<file path="config.mk">
export PLATFORM = sky130hd
export DESIGN_NAME = pipeline_hazard_ctrl
export DESIGN_NICKNAME = d
export VERILOG_FILES = /design/src/rtl/mips_pkg.sv /design/src/rtl/hazard_detect.sv /design/src/rtl/pipeline_hazard_ctrl.sv
export SDC_FILE = /design/constraint.sdc
export NUM_CORES = 1
export LEC_CHECK = 0
export BUFFER_PORTS_ARGS = -buffer_cell sky130_fd_sc_hd__buf_2
export CORE_ASPECT_RATIO = 0.9
export CORE_UTILIZATION = 52
export DETAILED_ROUTE_END_ITERATION = 10
export PLACE_DENSITY = 0.88
export SLEW_MARGIN = 25
export SYNTH_ARGS = -nofsm -noshare
export SYNTH_HDL_FRONTEND = slang
export SYNTH_SLANG_ARGS = --single-unit
</file>
<file path="constraint.sdc">
create_clock -name clk -period 3.6 [get_ports clk]
set_input_delay 0.36 -clock clk [delete_from_list [all_inputs] [get_ports clk]]
set_output_delay 0.36 -clock clk [all_outputs]
set_load 0.1 [all_outputs]
</file>
<file path="src/rtl/mips_pkg.sv">
// Shared opcode constants, FSM state encoding and PC-source encoding for the
// IF / IF_ID pipeline sequencer.
package mips_pkg;

    localparam logic [5:0] OP_RTYPE = 6'b000000;
    localparam logic [5:0] OP_J     = 6'b000010;
    localparam logic [5:0] OP_JAL   = 6'b000011;
    localparam logic [5:0] OP_BEQ   = 6'b000100;
    localparam logic [5:0] OP_BNE   = 6'b000101;
    localparam logic [5:0] OP_BLEZ  = 6'b000110;
    localparam logic [5:0] OP_BGTZ  = 6'b000111;
    localparam logic [5:0] OP_LB    = 6'b100000;
    localparam logic [5:0] OP_LH    = 6'b100001;
    localparam logic [5:0] OP_LW    = 6'b100011;
    localparam logic [5:0] OP_LBU   = 6'b100100;
    localparam logic [5:0] OP_LHU   = 6'b100101;
    localparam logic [5:0] OP_SB    = 6'b101000;
    localparam logic [5:0] OP_SH    = 6'b101001;
    localparam logic [5:0] OP_SW    = 6'b101011;

    typedef enum logic [1:0] {
        RUN        = 2'b00,
        LOAD_STALL = 2'b01,
        MEM_WAIT   = 2'b10
    } state_t;

    typedef enum logic [1:0] {
        PC_SRC_PLUS4  = 2'b00,
        PC_SRC_BRANCH = 2'b01,
        PC_SRC_JUMP   = 2'b10
    } pc_src_t;

    // Jumps always redirect; conditional branches only when the ID compare says taken.
    function automatic pc_src_t redirect_sel(input logic [5:0] opcode, input logic branch_taken);
        pc_src_t sel;
        sel = PC_SRC_PLUS4;
        case (opcode)
            OP_J, OP_JAL:                     sel = PC_SRC_JUMP;
            OP_BEQ, OP_BNE, OP_BLEZ, OP_BGTZ: sel = branch_taken ? PC_SRC_BRANCH : PC_SRC_PLUS4;
            default:                          sel = PC_SRC_PLUS4;
        endcase
        return sel;
    endfunction

endpackage

</file>
<file path="src/rtl/hazard_detect.sv">
// Load-use hazard detection between the EX-stage load and the ID-stage
// source registers; purely combinational.
module hazard_detect
    import mips_pkg::*;
(
    input  logic [5:0] id_opcode,
    input  logic [4:0] id_rs,
    input  logic [4:0] id_rt,
    input  logic       ex_mem_read,
    input  logic [4:0] ex_rt,
    output logic       rt_is_source,
    output logic       hazard
);

    // NOTE: every signal written in always_comb gets a default first, so no path can infer a latch.
    always_comb begin
        rt_is_source = 1'b0;
        case (id_opcode)
            OP_RTYPE, OP_BEQ, OP_BNE, OP_SW, OP_SB, OP_SH: rt_is_source = 1'b1;
            default:                                       rt_is_source = 1'b0;
        endcase
    end

    // $zero is never really written, so a load targeting it cannot create a dependency.
    assign hazard = ex_mem_read && (ex_rt != 5'd0) &&
                    ((ex_rt == id_rs) || (rt_is_source && (ex_rt == id_rt)));

endmodule

</file>
<file path="src/rtl/pipeline_hazard_ctrl.sv">
// IF / IF_ID pipeline sequencer: load-use stalls, branch/jump redirects and
// instruction-memory wait states. Control outputs are combinational from state.
module pipeline_hazard_ctrl
    import mips_pkg::*;
#(
    parameter int LOAD_STALL_CYCLES = 1,
    parameter bit DELAY_SLOT        = 1'b1,
    parameter int CNT_W             = 16
) (
    input  logic             clk,
    input  logic             reset,
    input  logic [5:0]       id_opcode,
    input  logic [4:0]       id_rs,
    input  logic [4:0]       id_rt,
    input  logic             ex_mem_read,
    input  logic [4:0]       ex_rt,
    input  logic             branch_taken,
    input  logic             imem_ready,
    output logic             pc_load_enable,
    output logic             ifid_load_enable,
    output logic             ifid_flush,
    output logic             idex_bubble,
    output logic [1:0]       pc_src_sel,
    output logic [CNT_W-1:0] stall_count,
    output logic [1:0]       state_o
);

    localparam logic [2:0] STALL_INIT = 3'(LOAD_STALL_CYCLES - 1);

    state_t     state;
    pc_src_t    pending_sel;
    pc_src_t    redir_sel;
    logic [2:0] load_cnt;
    logic       hazard;
    logic       rt_is_source;
    logic       redirect;

    hazard_detect u_hazard_detect (
        .id_opcode   (id_opcode),
        .id_rs       (id_rs),
        .id_rt       (id_rt),
        .ex_mem_read (ex_mem_read),
        .ex_rt       (ex_rt),
        .rt_is_source(rt_is_source),
        .hazard      (hazard)
    );

    assign redir_sel = redirect_sel(id_opcode, branch_taken);
    assign redirect  = (redir_sel != PC_SRC_PLUS4);
    assign state_o   = state;

    // Defaults describe a held pipeline; only the advance paths release it.
    always_comb begin
        pc_load_enable   = 1'b0;
        ifid_load_enable = 1'b0;
        ifid_flush       = 1'b0;
        idex_bubble      = 1'b1;
        pc_src_sel       = PC_SRC_PLUS4;
        if (reset) begin
            case (state)
                RUN: begin
                    if (imem_ready && !hazard) begin
                        pc_load_enable   = 1'b1;
                        ifid_load_enable = 1'b1;
                        idex_bubble      = 1'b0;
                        pc_src_sel       = redir_sel;
                        ifid_flush       = redirect && (DELAY_SLOT == 1'b0);
                    end
                end
                MEM_WAIT: begin
                    if (imem_ready) begin
                        pc_load_enable   = 1'b1;
                        ifid_load_enable = 1'b1;
                        idex_bubble      = 1'b0;
                        pc_src_sel       = pending_sel;
                        ifid_flush       = (pending_sel != PC_SRC_PLUS4) && (DELAY_SLOT == 1'b0);
                    end
                end
                default: ;
            endcase
        end
    end

    // NOTE: sequential state uses non-blocking assignments so every register samples pre-edge values.
    always_ff @(posedge clk or negedge reset) begin
        if (!reset) begin
            state       <= RUN;
            pending_sel <= PC_SRC_PLUS4;
            load_cnt    <= 3'd0;
            stall_count <= '0;
        end else begin
            if (!pc_load_enable && (stall_count != {CNT_W{1'b1}}))
                stall_count <= stall_count + CNT_W'(1);
            case (state)
                RUN: begin
                    if (!imem_ready) begin
                        pending_sel <= redir_sel;
                        state       <= MEM_WAIT;
                    end else if (hazard) begin
                        load_cnt <= STALL_INIT;
                        if (STALL_INIT != 3'd0)
                            state <= LOAD_STALL;
                    end
                end
                LOAD_STALL: begin
                    load_cnt <= load_cnt - 3'd1;
                    if (load_cnt <= 3'd1)
                        state <= RUN;
                end
                MEM_WAIT: begin
                    if (imem_ready) begin
                        pending_sel <= PC_SRC_PLUS4;
                        state       <= RUN;
                    end
                end
                default: state <= RUN;
            endcase
        end
    end

endmodule

</file>
==> results of run 1 <==
==> report_power, final <==
group | switching (uW) | total (uW) | internal, uW
sequential | 73.6 | 355 | 282
combinational | 645 | 789 | 144
clock | 69.1 | 111 | 41.6
==> flip-flops by register name, summed over array words and instances (netlist names) <==
| signal | count |
|---|---|
| pending_sel | 2 |
| stall_count | 16 |
| state_o | 1 |
==> worst min path at each step <==
stage / from / to / slack [ns] / depth (start not counted)
2_1_floorplan: reset / pending_sel[0] / 0.06 / 0
3_3_place_gp: reset / stall_count[10] / 0.32 / 1
3_5_place_dp: reset / stall_count[10] / 0.32 / 1
4_1_cts: imem_ready / state_o[1] / 0.26 / 2
5_1_grt: imem_ready / state_o[1] / 0.26 / 2
6_report: imem_ready / state_o[1] / 0.27 / 2
==> worst reg2reg max path, delay by kind of cell, from the launching register on <==
family | cells | cell delay (ns)
multiplexers | 1 | 0.33
flip-flops | 1 | 0.48
AND/OR/NAND/NOR | 4 | 1.10
buffers and inverters | 1 | 0.24
==> logic make-up after synthesis <==
family	after synthesis	synth area share, %
compound gates	19	11.3
xor+xnor	20	13.8
fa+ha+maj	1	0.985
buf+inv	11	5.42
flops	19	37.4
mux	3	2.66
other cells	1	0.295
simple gates	54	28.1
==> cells in the final DEF (no fill, tap or decap), drive strengths merged, types with 4 or more instances in the layout <==
cell   count
buf       49
dfrtp     19
xnor2     11
nand2     11
xor2       9
nor3       9
o31ai      8
nand3      6
nand4      5
nor2       5
inv        4
nor4       4
==> layout make-up <==
| type | count | area (um2) | share of cell area [%] |
|---|---|---|---|
| flip-flops and latches | 19 | 475 | 30.3 |
| inverters | 4 | 15.0 | 0.955 |
| multi-input cells | 99 | 729 | 46.4 |
| clock inverters | 1 | 5.00 | 0.318 |
| well taps | 27 | 33.8 | 2.15 |
| clock buffers | 3 | 22.5 | 1.43 |
| repair buffers | 50 | 290 | 18.5 |
==> metal layers <==
layer / track usage [%] / up-vias
li1: - / 556
met1: 27.0 / 535
met2: 38.3 / 30
met3: 7.79 / 3
met4: 7.69 / 0
met5: 0 / -
==> per-stage QoR <==
step	utilization, %	instances	power [uW]	hold WS, ns	setup slack [ns]
finish	70.1	203	1260	0.275	0.825
global route	70.1	203	1310	0.257	0.662
CTS	70.1	203	1260	0.262	0.799
detailed placement	68.4	198	1150	0.323	1.01
global placement	68.4	198	1130	0.316	1.07
floorplan	-	129	1010	0.0644	0.163
==> flow_summary.json, run 1 <==
{
  "yosys_warnings": 0,
  "critical_path_peak_fanout": 21,
  "htree_levels": 1,
  "dr.first_iter.drc_count": 12,
  "grt_max_degree": 22,
  "antenna_cells": 0,
  "postCtsHoldBufs": 1,
  "wl_met1_mm": 1.15,
  "rr_endpoint": "stall_count[14]",
  "critPathKind": "in -> out",
  "synth_cells": 128,
  "route.met2.wl_mm": 1.40,
  "top_level_ports": 50,
  "place_congestion": 0.787,
  "coreArea_um2": 2240,
  "die_area_um2": 2640,
  "final_nets": 204,
  "wl_met3_um": 131,
  "outcome": "complete, no violations",
  "cp-start-kind": "input port",
  "cts_inserted_buffers": 3,
  "drive_gt1_share_pct": 36.9,
  "drc": 0,
  "path_buf_inv": 5,
  "rows": 16,
  "synth_seq_cells": 19,
  "cts_resized": 0,
  "grt_overflow": 0,
  "synth_area_leaders": "dfrtp_1, xnor2_1, xor2_1",
  "via_per_inst": 5.54,
  "setup_viol": 0,
  "hold_violations": 0,
  "antenna_found_initial": 0,
  "max_cap_violations": 0,
  "yosys.area.top_type": "dfrtp_1",
  "hold_path_class": "in -> reg",
  "cp.depth": 7,
  "worstPathRequired_ns": 3.24,
  "cp_common_cell": "buf_2",
  "finalClockSkew_ns": 0.0163,
  "initial_utilization_pct": 56.6,
  "wl_per_cell_um": 13.3,
  "stdcell_area_um2": 1570,
  "syn_area_um2": 1270,
  "r2r_start": "state_o[1]",
  "ys_seq_area_share_pct": 37.4,
  "cp_top_family": "buffers and inverters",
  "dpl.hpwl_mm": 2.12,
  "synth_most_common_cell": "dfrtp_1",
  "fin_crit_sh_pct": 77.1,
  "startpoint": "reset",
  "wl_mm": 2.71,
  "rsz0062_at_grt": "no",
  "vias": 1124,
  "synth-edff-count": 0,
  "drv_slew": 0,
  "async_flop_share_pct": 100,
  "endpoint_kind": "primary output",
  "fillers": 185,
  "ctsRootBufferMaster": "clkbuf_4",
  "clock_latency_ns": 0.31,
  "drtPass1Iterations": 4,
  "ff2ff_setup_slack_ns": 1.34,
  "critPathSlowestCell": "dlygate4sd3_1",
  "ys.flop_type": "dfrtp_1",
  "synth.distinct_cells": 39,
  "cts_tree": "done",
  "die_w_um": 54.1,
  "grt.total_usage_pct": 23.0,
  "dpl_cell_area_um2": 1530,
  "grt_pass1_vias": 1073,
  "slowest_delay_ns": 0.54,
  "crit_chain": "dlygate4sd3_1 -> buf_2 -> nand2_1 -> nor3_2 -> buf_4 -> inv_1 -> buf_2",
  "timing.fmax_mhz": 360,
  "finalSetupTns_ns": 0,
  "synth_top_area_share_pct": 37.4,
  "crit_end": "idex_bubble",
  "fin_crit_ns": 2.77,
  "area_growth_pct": 23.7,
  "cts.sinks": 19,
  "ant_nets": 0,
  "highest_layer": "met4",
  "p_leak_uw": 0.000668,
  "numPortBuffers": 47,
  "die_y_um": 48.9,
  "r2r_cells": 6,
  "ir_drop_v": 0.000829,
  "grt_pass1_wl_mm": 4.50,
  "crit_arrival_ns": 2.41,
  "ys_top_cells_by_count": "dfrtp_1, nand2_1, xnor2_1",
  "cts_buffer_depth": 2,
  "pwr_density_cell_nw_per_um2": 799,
  "clk_pin_slew_ns": 0.10,
  "syn_avg_cell_area_um2": 9.92,
  "cts_setup_buffers": 0
}
Note: power is estimated with default switching activity, not from simulation.
==> run 2: changes to the inputs <==
ABC_AREA = 1   (was unset)
CORE_UTILIZATION = 45   (was 52)
PLACE_DENSITY = 0.79   (was 0.88)
clock period = 2.3 ns   (was 3.6 ns; I/O delays follow)
==> flow_summary.json, run 2 <==
{
  "area_growth_pct": 25.8,
  "cts_resized": 0,
  "p_leak_uw": 0.00105,
  "coreArea_um2": 3040,
  "top_level_ports": 50,
  "async_flop_share_pct": 100,
  "yosys_warnings": 0,
  "clock_latency_ns": 0.30,
  "hold_violations": 0,
  "grt_max_degree": 17,
  "cts.sinks": 19,
  "cts_inserted_buffers": 3,
  "drv_slew": 0,
  "vias": 1458,
  "crit_chain": "nor3_1 -> nand3_1 -> or2_2 -> a21oi_4 -> buf_2",
  "fin_crit_sh_pct": 91.7,
  "critical_path_peak_fanout": 5,
  "ys.flop_type": "dfrtp_1",
  "rsz0062_at_grt": "no",
  "drtPass1Iterations": 4,
  "final_nets": 299,
  "antenna_found_initial": 0,
  "comb_power_share_pct": 49.4,
  "final_cells": 313,
  "path_buf_inv": 1,
  "synth_seq_cells": 19,
  "ff2ff_setup_slack_ns": 0.46,
  "ir_drop_v": 0.000686,
  "synth.distinct_cells": 25,
  "outcome": "complete, no violations",
  "wl_mm": 3.10,
  "layout_common_cells": "nand2_1, buf_2, inv_1",
  "die_area_um2": 3410,
  "hold_path_class": "in -> reg",
  "largest_reg_flops": 16,
  "clockPowerShare_pct": 14.2,
  "drc": 0,
  "p_seq_share_pct": 36.5,
  "max_cap_violations": 0,
  "rows": 19,
  "finalSetupTns_ns": 0,
  "critPathKind": "reg -> out",
  "cp-start-kind": "flop",
  "power.total_uw": 1170,
  "ctsRootBufferMaster": "clkbuf_4",
  "via_per_inst": 4.66,
  "synth_area_leaders": "dfrtp_1, nand2_1, nand3_1",
  "synth_cells": 219,
  "place_congestion": 0.905,
  "yosys.area.top_type": "dfrtp_1",
  "grt.total_usage_pct": 20.6,
  "cts_buffer_depth": 2,
  "synth_most_common_cell": "nand2_1",
  "intPower_uw": 568,
  "p_switching_uw": 607,
  "p_sw_share_pct": 51.7,
  "fin_crit_ns": 2.11,
  "ys_seq_area_share_pct": 33.2,
  "dr.first_iter.drc_count": 47,
  "mostFrequentLayoutCell": "nand2_1",
  "dpl.hpwl_mm": 2.46,
  "pwr_density_cell_nw_per_um2": 652,
  "syn_area_um2": 1430,
  "crit_arrival_ns": 1.88,
  "grt_pass1_vias": 1276,
  "finalClockSkew_ns": 0.00517,
  "ant_nets": 0,
  "setup_viol": 0,
  "synth_top_area_share_pct": 33.2,
  "ys_top_cells_by_count": "nand2_1, inv_1, nand3_1",
  "grt_overflow": 0,
  "numPortBuffers": 47,
  "cp_top_family": "simple AND/OR/NAND/NOR gates",
  "timing.fmax_mhz": 474,
  "synth-edff-count": 0,
  "worstPathRequired_ns": 2.07,
  "die_w_um": 61.5,
  "initial_utilization_pct": 47.1,
  "critPathSlowestCell": "dfrtp_2",
  "htree_levels": 1,
  "grt_pass1_wl_mm": 5.40,
  "cts_tree": "done",
  "drive_gt1_share_pct": 27.3,
  "die_y_um": 55.5,
  "regMostFlops": "stall_count",
  "dp.cells": 308,
  "slowest_delay_ns": 0.44,
  "clk_pin_slew_ns": 0.10,
  "endpoint_kind": "primary output",
  "antenna_cells": 0,
  "wl_per_cell_um": 9.90,
  "syn_avg_cell_area_um2": 6.54
}
run 2: cell count changes after synthesis, moves of 3 or more:
| cell | change |
|---|---|
| nand2_1 | +76 |
| inv_1 | +24 |
| nand3_1 | +18 |
| nor2_1 | +11 |
| o31ai_1 | -8 |
| xnor2_1 | -4 |
| nand2b_1 | -3 |
| nor3_1 | -3 |
run 2: power by group through the flow:
stage,clock [uW],sequential [uW],combinational (uW)
after floorplan,0,705,201
after global placement,0,435,574
after detailed placement,0,435,580
after CTS,174,428,583
after global routing,187,437,618
final,166,429,580
run 2: cells by family (layout without fill, tap and decap cells):
family | Yosys count | in the layout | synth area share [%]
compound gates | 5 | 5 | 1.75
buf+inv | 34 | 85 | 10.6
flops | 19 | 19 | 33.2
fa+ha+maj | 1 | 1 | 0.873
simple gates | 144 | 144 | 44.2
other cells | 1 | 2 | 0.262
xor+xnor | 15 | 15 | 9.17
run 2: layer usage:
| metal | up-vias | part of all wire, % | wire length, um | GRT usage, % |
|---|---|---|---|---|
| met3 | 2 | 4.3 | 134 | 5.39 |
| li1 | 778 | - | - | - |
| met2 | 34 | 44 | 1360 | 30.4 |
| met5 | - | 0 | 0 | 0 |
| met1 | 644 | 51 | 1590 | 30.9 |
| met4 | 0 | 0.58 | 18 | 2.86 |
run 2: final timing paths:
check                               startpoint         endpoint  depth (start not counted)
worst max register to register  stall_count[0]  stall_count[11]                          9
worst min register to register  pending_sel[1]   pending_sel[1]                          2
worst max-delay path                state_o[1]    pc_src_sel[0]                          5
min in group asynchronous                reset   pending_sel[0]                          2
worst min-delay path                imem_ready       state_o[1]                          2
max in group asynchronous                reset   stall_count[4]                          3
run 2: repair_timing:
action / in CTS / in global routing
setup endpoints to repair: 0 / 0
hold endpoints to repair: 13 / 0
hold buffers: 1 / 0
setup buffers: 0 / 0
run 2: layout make-up:
class	instances	area, um2
fillers	309	1240
multi-input cells	167	830
flip-flops and latches	19	487
repair buffers	53	298
inverters	28	109
well taps	42	52.6
clock buffers	4	26.3
run 2: worst register-to-register path: cells and delay by family, from the launching register on:
family	cells	cell delay [ns]
buf+inv	1	0.23
simple gates	7	0.92
fa+ha+maj	1	0.19
flops	1	0.41
run 2: stage by stage:
step                      utilization, %  hold slack (ns)  setup WS [ns]  area [um2]
after CTS                           59.2            0.147          0.187        1800
after global placement              58.0           0.0636          0.382        1770
after global routing                59.2            0.164         0.0880        1800
final                               59.2            0.152          0.191        1800
after detailed placement            58.0           0.0622          0.347        1770
after floorplan                        -          -0.0656         0.0308        1500
==> run 3: changes to the inputs <==
CORE_ASPECT_RATIO = 1.2   (was 0.9)
CORE_UTILIZATION = 47   (was 45)
CTS_BUF_LIST = sky130_fd_sc_hd__clkbuf_4 sky130_fd_sc_hd__clkbuf_8   (was unset)
PLACE_DENSITY = 0.82   (was 0.79)
==> flow_summary.json, run 3 (synthesis results as in run 2) <==
{
  "outcome": "complete, no violations",
  "cts.sinks": 19,
  "regMostFlops": "stall_count",
  "hold_path_class": "in -> reg",
  "grt.total_usage_pct": 21.7,
  "cp_top_family": "simple AND/OR/NAND/NOR gates",
  "p_leak_uw": 0.00104,
  "antenna_found_initial": 0,
  "grt_pass1_wl_mm": 5.47,
  "ir_drop_v": 0.00114,
  "rsz0062_at_grt": "no",
  "clk_pin_slew_ns": 0.10,
  "clockPowerShare_pct": 14.5,
  "clock_latency_ns": 0.30,
  "area_growth_pct": 24.6,
  "cp-start-kind": "flop",
  "final_nets": 298,
  "drive_gt1_share_pct": 27.4,
  "grt_overflow": 0,
  "power.total_uw": 1180,
  "wl_per_cell_um": 10.4,
  "tightestPinTransition_ns": 0.500,
  "p_switching_uw": 614,
  "dpl.hpwl_mm": 2.63,
  "largest_reg_flops": 16,
  "grt_max_degree": 17,
  "mostFrequentLayoutCell": "nand2_1",
  "crit_arrival_ns": 1.92,
  "comb_power_share_pct": 49.1,
  "timing.fmax_mhz": 465,
  "initial_utilization_pct": 50.5,
  "cts_buffer_depth": 2,
  "endpoint_kind": "primary output",
  "drv_slew": 0,
  "grt_pass1_vias": 1345,
  "hold_violations": 0,
  "pwr_density_cell_nw_per_um2": 659,
  "ctsRootBufferMaster": "clkbuf_4",
  "fin_crit_ns": 2.15,
  "critPathKind": "reg -> out",
  "finalSetupTns_ns": 0,
  "drc": 0,
  "via_per_inst": 4.82,
  "cts_inserted_buffers": 3,
  "die_w_um": 52.4,
  "final_util_pct": 62.9,
  "critical_path_peak_fanout": 5,
  "critPathSlowestCell": "dfrtp_2",
  "drtPass1Iterations": 4,
  "coreArea_um2": 2840,
  "layout_common_cells": "nand2_1, buf_2, inv_1",
  "cts_resized": 0,
  "wl_mm": 3.16,
  "vias": 1465,
  "die_y_um": 62.5,
  "p_sw_share_pct": 52.2,
  "die_area_um2": 3270,
  "numPortBuffers": 47,
  "max_cap_violations": 0,
  "p_seq_share_pct": 36.4,
  "place_congestion": 0.902,
  "slew_headroom_pct": 66.4,
  "path_buf_inv": 1,
  "intPower_uw": 563,
  "fin_crit_sh_pct": 93.5,
  "ant_nets": 0,
  "antenna_cells": 0,
  "top_level_ports": 50,
  "slowest_delay_ns": 0.45,
  "cts_tree": "done",
  "finalClockSkew_ns": 0.00631,
  "setup_viol": 0,
  "dr.first_iter.drc_count": 33,
  "crit_chain": "nor3_1 -> nand3_1 -> or2_2 -> a21oi_4 -> buf_2",
  "worstPathRequired_ns": 2.07,
  "htree_levels": 1,
  "rows": 21
}
[run 3: worst reg2reg max path: stages, from the launching register on]
cell     delay [ns]
dfrtp_2        0.41
ha_1           0.18
nand2_1        0.09
nor2_2         0.18
nand4_1        0.19
nor3_2         0.18
nand3_2        0.17
buf_4          0.21
nand3_1        0.08
nand2_1        0.06
[run 3: through the flow]
step,cell area [um2],setup slack [ns],hold slack [ns],std cells
floorplan,1500,0.0308,-0.0656,220
global placement,1750,0.378,0.122,299
detailed placement,1750,0.356,0.128,299
CTS,1790,0.119,0.149,304
global route,1790,0.0507,0.165,304
finish,1790,0.149,0.157,304
[run 3: cell type report]
class | count | area [um2]
sequential | 19 | 487
clock buffer | 3 | 22.5
tap | 34 | 42.5
multi-input combinational | 167 | 830
clock inverter | 1 | 5.00
inverter | 28 | 109
timing repair buffer | 52 | 290
fill | 269 | 1050
[run 3: routing by layer]
metal	part of all wire (%)	routed length, um	up-vias	GRT usage, %
li1	-	-	783	-
met1	42	1330	643	24.7
met2	53	1660	32	39.4
met3	3.5	109	7	3.16
met4	1.7	54	0	7.89
met5	0	0	-	0
[run 3: worst paths after layout]
kind / from / endpoint / slack [ns] / cells past startpoint
max: state_o[1] / pc_src_sel[0] / 0.15 / 5
max in group asynchronous: reset / stall_count[1] / 1.51 / 3
min in group asynchronous: reset / stall_count[7] / 0.33 / 2
min reg2reg: pending_sel[0] / pending_sel[0] / 0.51 / 2
min: imem_ready / state_o[1] / 0.16 / 2
max reg2reg: stall_count[0] / stall_count[3] / 0.46 / 9
[run 3: power groups by stage]
stage	Clock, uW	Sequential, uW	Combinational (uW)
2_1_floorplan	0	705	201
3_3_place_gp	0	433	571
3_5_place_dp	0	435	579
4_1_cts	180	428	582
5_1_grt	190	437	616
6_report	171	428	578
[run 3: timing repair]
action	CTS	global route
endpoints found under the setup margin	0	0
hold buffers	1	0
endpoints found under the hold margin	9	0
buffers inserted	0	0
